--- config.mk ---
export PLATFORM = sky130hd
export DESIGN_NAME = fetch_pc_unit
export DESIGN_NICKNAME = d
export VERILOG_FILES = /design/src/rtl/fetch_pc_unit_pkg.sv /design/src/rtl/fetch_pc_unit_addr_check.sv /design/src/rtl/fetch_pc_unit.sv
export SDC_FILE = /design/constraint.sdc
export NUM_CORES = 1
export LEC_CHECK = 0
export CORE_ASPECT_RATIO = 1.1
export CORE_UTILIZATION = 43
export CTS_BUF_LIST = sky130_fd_sc_hd__clkbuf_16
export CTS_CLUSTER_DIAMETER = 50
export CTS_CLUSTER_SIZE = 16
export DETAILED_ROUTE_END_ITERATION = 16
export PLACE_DENSITY = 0.84
export REMOVE_ABC_BUFFERS = 1
export SLEW_MARGIN = 20
export SYNTH_ARGS = -nofsm -noshare
export SYNTH_HDL_FRONTEND = slang
export SYNTH_SLANG_ARGS = --single-unit
--- constraint.sdc ---
create_clock -name clk -period 4 [get_ports clk]
set_input_delay 0.4 -clock clk [delete_from_list [all_inputs] [get_ports clk]]
set_output_delay 0.4 -clock clk [all_outputs]
set_load 0.005 [all_outputs]
--- src/rtl/fetch_pc_unit_pkg.sv ---
// Shared constants and state encoding for the fetch PC unit.
package fetch_pc_unit_pkg;

  localparam logic [31:0] RESET_PC_DEF = 32'h0000_3000;
  localparam logic [31:0] EXC_VEC_DEF  = 32'h0000_4180;
  localparam logic [31:0] IM_BASE_DEF  = 32'h0000_3000;
  localparam logic [31:0] IM_SIZE_DEF  = 32'h0000_4000;

  localparam logic [4:0] EXC_NONE = 5'd0;
  localparam logic [4:0] EXC_ADEL = 5'd4;

  typedef enum logic {
    ST_RUN   = 1'b0,
    ST_FAULT = 1'b1
  } fetch_state_t;

endpackage

--- src/rtl/fetch_pc_unit_addr_check.sv ---
// Combinational fetch address check: misalignment or outside the instruction window.
module fetch_pc_unit_addr_check
  import fetch_pc_unit_pkg::*;
#(
  parameter logic [31:0] IM_BASE = IM_BASE_DEF,
  parameter logic [31:0] IM_SIZE = IM_SIZE_DEF
) (
  input  logic [31:0] pc,
  output logic        fault,
  output logic [4:0]  exccode
);

  // 33-bit limit so a window ending at 4 GiB does not wrap to zero
  localparam logic [32:0] IM_LIMIT = {1'b0, IM_BASE} + {1'b0, IM_SIZE};

  always_comb begin
    fault   = (pc[1:0] != 2'b00) || (pc < IM_BASE) || ({1'b0, pc} >= IM_LIMIT);
    exccode = fault ? EXC_ADEL : EXC_NONE;
  end

endmodule

--- src/rtl/fetch_pc_unit.sv ---
// Fetch stage: architectural PC register, IF/ID pipeline register and fetch-fault FSM.
module fetch_pc_unit
  import fetch_pc_unit_pkg::*;
#(
  parameter logic [31:0] RESET_PC = RESET_PC_DEF,
  parameter logic [31:0] EXC_VEC  = EXC_VEC_DEF,
  parameter logic [31:0] IM_BASE  = IM_BASE_DEF,
  parameter logic [31:0] IM_SIZE  = IM_SIZE_DEF
) (
  input  logic        clk,
  input  logic        rst_n,
  input  logic [31:0] npc,
  input  logic [31:0] instr,
  input  logic        stall,
  input  logic        exc_req,
  input  logic        eret,
  input  logic [31:0] epc,
  input  logic        id_is_ctrl,
  output logic [31:0] pc,
  output logic [31:0] if_id_instr,
  output logic [31:0] if_id_pc,
  output logic        if_id_valid,
  output logic        if_id_bd,
  output logic        if_id_exc,
  output logic [4:0]  if_id_exccode
);

  // state    | meaning
  // ST_RUN   | fetching; pc advances to npc on each non-stalled edge
  // ST_FAULT | faulting fetch latched in IF/ID; pc frozen until exc_req or eret

  fetch_state_t state;
  logic         fault;
  logic [4:0]   fault_code;

  fetch_pc_unit_addr_check #(
    .IM_BASE (IM_BASE),
    .IM_SIZE (IM_SIZE)
  ) u_addr_check (
    .pc      (pc),
    .fault   (fault),
    .exccode (fault_code)
  );

  always_ff @(posedge clk) begin
    if (!rst_n) begin
      state         <= ST_RUN;
      pc            <= RESET_PC;
      if_id_instr   <= 32'h0;
      if_id_pc      <= 32'h0;
      if_id_valid   <= 1'b0;
      if_id_bd      <= 1'b0;
      if_id_exc     <= 1'b0;
      if_id_exccode <= EXC_NONE;
    end else if (exc_req || eret) begin
      state         <= ST_RUN;
      pc            <= exc_req ? EXC_VEC : epc;
      if_id_instr   <= 32'h0;
      if_id_valid   <= 1'b0;
      if_id_bd      <= 1'b0;
      if_id_exc     <= 1'b0;
      if_id_exccode <= EXC_NONE;
    end else if (!stall && state == ST_RUN) begin
      if_id_pc    <= pc;
      if_id_valid <= 1'b1;
      if_id_bd    <= id_is_ctrl;
      if (fault) begin
        // faulting fetch becomes a nop carrying AdEL; pc stays on the bad address
        state         <= ST_FAULT;
        if_id_instr   <= 32'h0;
        if_id_exc     <= 1'b1;
        if_id_exccode <= fault_code;
      end else begin
        pc            <= npc;
        if_id_instr   <= instr;
        if_id_exc     <= 1'b0;
        if_id_exccode <= EXC_NONE;
      end
    end
  end

endmodule

# Word-level counts from Yosys, hierarchy flattened

Cells that the tools add are included.

Logic and storage cells: 32
Bits in registers: 105
Output and inout port bits: 104
Input bits: 102

Bitwise operators: 3
Eq/ne operators: 1
Order comparisons: 2
Muxes and demuxes: 7
Reductions and logical operators: 11

Operators with widths:

| cell                                                                                  | number |
|---|---|
| 32-bit two-way mux                                                                    | 5 |
| 32-bit by 15-bit greater-or-equal comparator with 1-bit output, second input constant | 1 |
| 32-bit by 14-bit less-than comparator with 1-bit output, second input constant        | 1 |
| 2-bit AND reduction                                                                   | 3 |
| 2-bit nonzero test                                                                    | 2 |
| 1-bit logical OR                                                                      | 3 |
| 3-bit two-way mux                                                                     | 1 |
| 1-bit inverter                                                                        | 3 |
| 2-bit by 1-bit inequality test with 1-bit output, second input constant               | 1 |
| 2-bit OR reduction                                                                    | 1 |
| 1-bit logical AND                                                                     | 1 |
| 1-bit logical NOT                                                                     | 1 |
| 1-bit two-way mux                                                                     | 1 |

# Logic depth before layout (Yosys ltp)

Gate-level depths: netlist (run 1).

Word-level depth: 6
Depth in mapped cells: 6
Mapped depth without buffers: 4

# By module

From an unflattened synthesis (run 1), not the netlist that was laid out.

Cell total of the unflattened synthesis: 492
Area total of the unflattened synthesis: 4325.4 um2

By module, submodules not included:

| module                   | cells each | area an instance (um2) | seq. area each (um2) | times used |
|---|---|---|---|---|
| fetch_pc_unit            | 477        | 4229.1                 | 2102.0               | 1 |
| fetch_pc_unit_addr_check | 15         | 96.3                   | 0.0                  | 1 |

# Worst setup path after synthesis (run 1)

Ideal clock, no wire load.

Path kind: flip-flop to flip-flop
Start point: register pc[16]
End point: register pc[12]
Path slack: 2.220 ns
Path buffers: 0
Period minus slack after synthesis: 1.780 ns
Data required time: 3.936 ns
Stages on the path, launching flop included: 5
Library setup time: 0.064 ns
Data arrival time: 1.716 ns
Path through: dfxtp_1 > or4_4 > a211o_1 > or4_1 > nand4_1

Word-level cells in the longest chain between the ends: 5
Elaborated cells between the ends (all ways): 6
Classes of those cells: 2 x order compare; 1 x eq/ne; 3 x reduce/logical

RTL lines:

| element                                                      | RTL line                       | text |
|---|---|---|
| from (decl)                                                  | fetch_pc_unit.sv:19            | `output logic [31:0] pc,` |
| from (signal assigned)                                       | fetch_pc_unit.sv:57            | `pc <= exc_req ? EXC_VEC : epc;` |
| from (signal assigned)                                       | fetch_pc_unit.sv:74            | `pc <= npc;` |
| 32-bit by 14-bit less-than comparator with 1-bit output      | fetch_pc_unit_addr_check.sv:17 | `fault = (pc[1:0] != 2'b00) \|\| (pc < IM_BASE) \|\| ({1'b0, pc} >= IM_LIMIT);` |
| 1-bit logical OR                                             | fetch_pc_unit_addr_check.sv:17 |  |
| 1-bit logical OR *                                           | fetch_pc_unit_addr_check.sv:17 |  |
| 2-bit by 1-bit inequality test with 1-bit output (no line) * | -                              |  |
| 2-bit AND reduction (no line) *                              | -                              |  |

Every way passes the cells marked *; elsewhere a longest branch is shown, timed or not.
A chain may end at the register's enable or synchronous reset.

# Worst setup path after layout (run 1)

Start point: register pc[20]
End point: register pc[14]

Same word-level chain as after synthesis.

==> results by group, run 1 <==
Status
  – Outcome: finished, final reports clean

Timing
  – Part of the cycle the worst path needs: 64.53%
  – Fin worst setup slack: 1.419 ns
  – Fin. Hold Viols: 0
  – Smallest hold slack: 0.4509 ns
  – Clock Skew: 0.009705 ns
  – Slew Limit Fails: 0
  – Fmax: 0.3874 GHz
  – Slew HR: 45.98%
  – Final setup viols: 0
  – Fin Setup TNS: 0 ns
  – RSZ-0062 raised after global routing: false
  – Actual slew at the worst max-slew pin: 0.8103 ns
  – Min Tclk post-route: 2.581 ns

Synth
  – Largest family of logic cells by synthesized area: simple AND/OR/NAND/NOR gates
  – Synth Area in XOR/XNOR: 0%
  – Primary FF master, synth: dfxtp_1
  – Post-synth EDFFs: 0
  – Share of flip-flops with an asynchronous set or reset: 0%
  – Post-Synthesis Cells: 492
  – Post-Synth Adder-Cell Area: 0%
  – Synth top area share: 48.19%
  – Post-synth top area cell: dfxtp_1
  – Syn_area_per_cell: 8.443 um^2
  – Synthesized cell area: 4154 um^2
  – Synth area leaders: dfxtp_1, nand2_1, a21boi_0
  – Post-Synth Simple-Gate Area: 23.13%
  – #FFs+latches synth: 100
  – Post-synthesis mux area share: 0.4819%
  – Ys Warns: 0
  – Compound-cell area share of the yosys netlist: 21.87%
  – Number of library cell types mapped by synthesis: 33
  – Seq/Total Area, Yosys: 48.19%

Die
  – Die area: 10060 um^2
  – Core area: 9351 um^2
  – Starting Density: 44.42%
  – Num rows: 37
  – Height of the die: 105.1 um
  – I/O pin count: 206
  – Die W: 95.72 um

Clocking
  – Clock-pin slew on the worst setup and hold paths: 0.07 ns
  – Clock Latency Late Sink: 0.33 ns
  – H-Tree Level Count: 3
  – CTS tree: yes
  – CTS resizes: 0
  – Clock buffer depth: 2
  – CTS root buf: clkbuf_16
  – Num CTS Buffers: 9
  – # Post-CTS Setup Buffers: 0
  – Clk sinks: 100
  – Hold Buf Count CTS: 0

GRT
  – Initial antenna violation count: 0
  – Gr usage total: 25.72%
  – Number of global-route vias before repair: 4105
  – Grt total ovfl: 0
  – Pin count of the biggest net entering global routing: 44
  – First-pass GRT wire length: 20.29 mm

Detailed routing
  – Initial DRC count: 175
  – Via-per-instance ratio: 5.509
  – Via count: 4308
  – WL/cell: 16.60 um
  – Final WL: 12.98 mm
  – DRC errors left: 0
  – Antenna viol nets, final: 0
  – DR pass1 iterations: 5

Place
  – Hpwl dp: 8.921 mm
  – Post-Place Setup Slack: 1.383 ns
  – Number of I/O port buffers: 201
  – Dpl cells: 767
  – GPL Wtd Cong: 0.7654

Pwr
  – Static leakage: 2.126 nW
  – Pwr Density: 353.5 nW/um^2
  – Max IR drop VDD: 0.2141 mV

Worst setup path
  – Critical path class: reg -> reg
  – Req. time, crit path: 4.25 ns
  – Critical Path Fanout Max: 39
  – Crit path capture type: flip-flop
  – Crit path launch type: flip-flop
  – Crit path DAT: 2.83 ns

Layout
  – Number of diodes: 0
  – Most common cell after layout, fill and taps aside: clkdlybuf4s50_1
  – Fin cells: 782
  – Nets: 763
  – Area grow syn2layout: 56.02%
  – Ratio of cells with drive above 1 in the final layout: 4.962%
  – Commonest cells after routing, fill and taps aside: clkdlybuf4s50_1, nand2_1, dfxtp_1, nand4_1, a21oi_1
  – Final core utilization: 69.31%

Run
  – Maxcap violations: 0

Hold path
  – HP Class: reg -> reg
[path summary, 6_finish.rpt]
check / startpoint / endpoint / slack (ns) / cells past startpoint
setup / recovery: pc[20] / pc[14] / 1.42 / 5
hold / removal: if_id_instr[3] / if_id_instr[3] / 0.45 / 2
setup reg to reg: pc[20] / pc[14] / 1.42 / 5
hold reg to reg: if_id_instr[3] / if_id_instr[3] / 0.45 / 2
[kinds of logic (layout without fill, tap and decap cells)]
logic type,count (synthesis),count (layout)
flip-flops,100,100
AND/OR/NAND/NOR,199,199
other,1,4
buffers and inverters,62,232
multiplexers,2,2
AO/OA/AOI/OAI,128,128
[area by class of cell]
cell class	instances	area [um^2]
clock buffers	9	225.2
clock inverters	6	82.58
fillers	745	2870
inverters	8	30.03
multi-input cells	333	1928
flip-flops and latches	100	2002
well taps	117	146.4
repair buffers	209	2067
[registers in the layout, indices dropped and copies added (netlist names)]
name           count
if_id_instr       32
if_id_pc          32
if_id_bd           1
state              1
pc                32
if_id_valid        1
if_id_exccode      1
[metrics by stage]
stage	power (W)	cell area (um^2)
final	0.002291	6481
after global routing	0.002373	6481
after CTS	0.002306	6479
after detailed placement	0.001409	6171
after global placement	0.001401	6171
after floorplan	0.001184	3936
[cells in the mapped netlist (6+ instances only)]
master,number
clkbuf_1,43
o21ai_0,11
a21boi_0,32
inv_1,8
nor3_1,22
a41oi_1,8
dfxtp_1,100
nor2_1,6
a211oi_1,6
nand2_1,101
a311oi_1,19
nor2b_1,23
a221oi_1,8
nand4_1,35
buf_2,6
a21oi_1,34
[routing by layer]
metal  GRT usage, %  routed length, um  vias to the layer above
met5              0                  0                        -
met4          9.062                205                        0
met3          8.734               1294                       15
met2          42.09               6232                      174
met1          30.95               5248                     2035
li1               -                  -                     2084
[report_power, final]
part	switching, W	internal [W]
combinational	0.000172	0.000177
clock	0.000362	0.000540
sequential	0.0000216	0.00102
total	0.000555	0.00174
[worst max-delay path, stage by stage (launching register included)]
cell       delay [ns]
dfxtp_1          0.34
nor4_1           0.48
and4_2           0.88
buf_4            0.42
a2111oi_0        0.17
a211oi_1         0.19
No activity file was read; power rests on OpenSTA's default activity.
==> run 2: changes to the inputs <==
Settings changed: CORE_UTILIZATION 43 to 40, PLACE_DENSITY 0.84 to 0.79.
Clock period 4 ns to 2.4 ns, I/O delays scaled along.
==> run 2 against run 1 <==
Net effect:
- worst hold slack lost 0.096 ns
- non-clock buffer count is 6 higher
- critical endpoint is now pc[13]
- first-iteration DRC count down 33%
- critical path depth decreased by 1
- highest routed layer unchanged
==> results by group, run 2 (synthesis results as in run 1) <==
Timing
  – Final setup viols: 0 (unchanged)
  – Actual slew at the worst max-slew pin: 0.6534 ns (-0.1570 ns)
  – Part of the cycle the worst path needs: 86.52% (+22 points)
  – Smallest hold slack: 0.3549 ns (-0.09596 ns)
  – Fin. Hold Viols: 0 (unchanged)
  – RSZ-0062 raised after global routing: false
  – Clock Skew: 0.01029 ns (+0.0005882 ns)
  – Slew Limit Fails: 0 (unchanged)
  – Slew HR: 56.44% (+10 points)
  – Min Tclk post-route: 2.076 ns (-0.5048 ns)
  – Fmax: 0.4816 GHz (+24%)
  – Fin worst setup slack: 0.3236 ns (-1.095 ns)

GRT
  – Number of global-route vias before repair: 4309 (+5.0%)
  – First-pass GRT wire length: 20.83 mm (+2.7%)
  – Gr usage total: 24.38% (-1.3 points)
  – Initial antenna violation count: 0 (unchanged)
  – Pin count of the biggest net entering global routing: 64 (+45%)
  – Grt total ovfl: 0 (unchanged)

Pwr
  – Static leakage: 2.141 nW (+0.74%)
  – Max IR drop VDD: 0.4687 mV (+120%)
  – Total chip power: 0.003658 W (+60%)
  – Pwr Density: 560.7 nW/um^2 (+59%)

Clocking
  – Clock-pin slew on the worst setup and hold paths: 0.07 ns (about the same)
  – H-Tree Level Count: 3 (unchanged)
  – CTS tree: yes
  – Num CTS Buffers: 9 (unchanged)
  – Clock buffer depth: 2 (unchanged)
  – # Post-CTS Setup Buffers: 0 (unchanged)
  – Clk sinks: 100 (unchanged)
  – CTS root buf: clkbuf_16
  – Clock Latency Late Sink: 0.33 ns (about the same)
  – Hold Buf Count CTS: 0 (unchanged)
  – CTS resizes: 0 (unchanged)

Layout
  – Filler Cell Count: 859 (+15%)
  – Largest regs: if_id_instr (32), if_id_pc (32), pc (32)
  – Ratio of cells with drive above 1 in the final layout: 5.663% (+0.70 points)
  – Commonest cells after routing, fill and taps aside: clkdlybuf4s50_1, nand2_1, dfxtp_1, nand4_1, a21oi_1
  – Multi-input gate area: 1926 um^2 (-0.13%)
  – Number of diodes: 0 (unchanged)
  – Nets: 769 (+0.79%)
  – Area grow syn2layout: 57.05%
  – Fin cells: 791 (+1.2%)
  – Most common cell after layout, fill and taps aside: clkdlybuf4s50_1
  – Seq. cell area: 2002 um^2 (unchanged)

Place
  – Hpwl dp: 9.172 mm (+2.8%)
  – Post-Place Setup Slack: 0.2592 ns (-1.124 ns)
  – GPL Wtd Cong: 0.7732 (+1.0%)
  – Number of I/O port buffers: 201 (unchanged)
  – Dpl cells: 776 (+1.2%)

Worst setup path
  – Reg2reg path depth: 4 (-1)
  – Crit path capture type: flip-flop
  – Critical Path Fanout Max: 13 (-67%)
  – Critical path class: reg -> reg
  – Crit path launch type: flip-flop
  – Crit path DAT: 2.35 ns (-0.48 ns)
  – Req. time, crit path: 2.67 ns (-1.58 ns)

Detailed routing
  – Antenna viol nets, final: 0 (unchanged)
  – DR pass1 iterations: 4 (-1)
  – DRC errors left: 0 (unchanged)
  – WL/cell: 16.57 um (-0.18%)
  – Initial DRC count: 117 (-33%)
  – Via count: 4343 (+0.81%)
  – Final WL: 13.11 mm (+0.97%)
  – Via-per-instance ratio: 5.491 (-0.33%)

Die
  – Num rows: 38 (+2.7%)
  – Die area: 10800 um^2 (+7.3%)
  – Core area: 9985 um^2 (+6.8%)
  – Height of the die: 108.9 um (+3.6%)
  – Die W: 99.17 um (+3.6%)
  – I/O pin count: 206 (unchanged)
  – Starting Density: 41.60% (-2.8 points)

Run
  – Maxcap violations: 0 (unchanged)

Hold path
  – HP Class: in -> reg
  – Cell depth of the worst hold path: 2 (unchanged)

Status
  – Outcome: finished, final reports clean
run 2: changes by cell type in the layout (fill, tap and decap cells not counted):
| cell | before | now |
|---|---|---|
| nand2_2 | 1 | 0 |
| clkinv_1 | 0 | 2 |
| clkinvlp_4 | 2 | 1 |
| buf_4 | 8 | 11 |
| buf_12 | 0 | 3 |
| bufinv_16 | 2 | 0 |
| inv_6 | 0 | 1 |
| nand2_1 | 100 | 101 |
| inv_1 | 10 | 8 |
| clkinv_4 | 0 | 2 |
run 2: layer usage:
metal	global-route usage [%]	up-vias	share of wire, %
li1	-	2100	-
met1	26.74	2029	39
met2	41.66	185	48
met3	9.679	29	9.9
met4	11.24	0	2.8
met5	0	-	0
run 2: worst max-delay path, cell delays in order, from the launching register on:
cell	delay, ns
dfxtp_1	0.35
or4_4	0.59
a211o_1	0.45
or4_1	0.51
nand4_1	0.11
run 2: layout make-up:
class                      count  area share, %
clock buffer                   9          3.452
clock inverter                 6         0.6329
inverter                       8         0.4603
multi-input combinational    333          29.52
sequential                   100          30.69
tap                          120          2.301
timing repair buffer         215          32.95
run 2: final timing paths:
kind,from,endpoint,slack (ns)
setup / recovery,pc[16],pc[13],0.32
hold / removal,eret,pc[2],0.35
setup reg to reg,pc[16],pc[13],0.32
hold reg to reg,if_id_instr[2],if_id_instr[2],0.45
run 2: stage by stage:
stage	utilization, %	cell area, um^2	setup TNS, ns
2_1_floorplan	-	3936	-21.12
3_3_place_gp	62.67	6257	0
3_5_place_dp	62.67	6257	0
4_1_cts	65.34	6524	0
5_1_grt	65.34	6524	0
6_report	65.34	6524	0
run 2: power by group:
part	internal (W)	switching [W]
Combinational	0.000315	0.000291
Clock	0.000698	0.000623
Sequential	0.00170	0.0000340
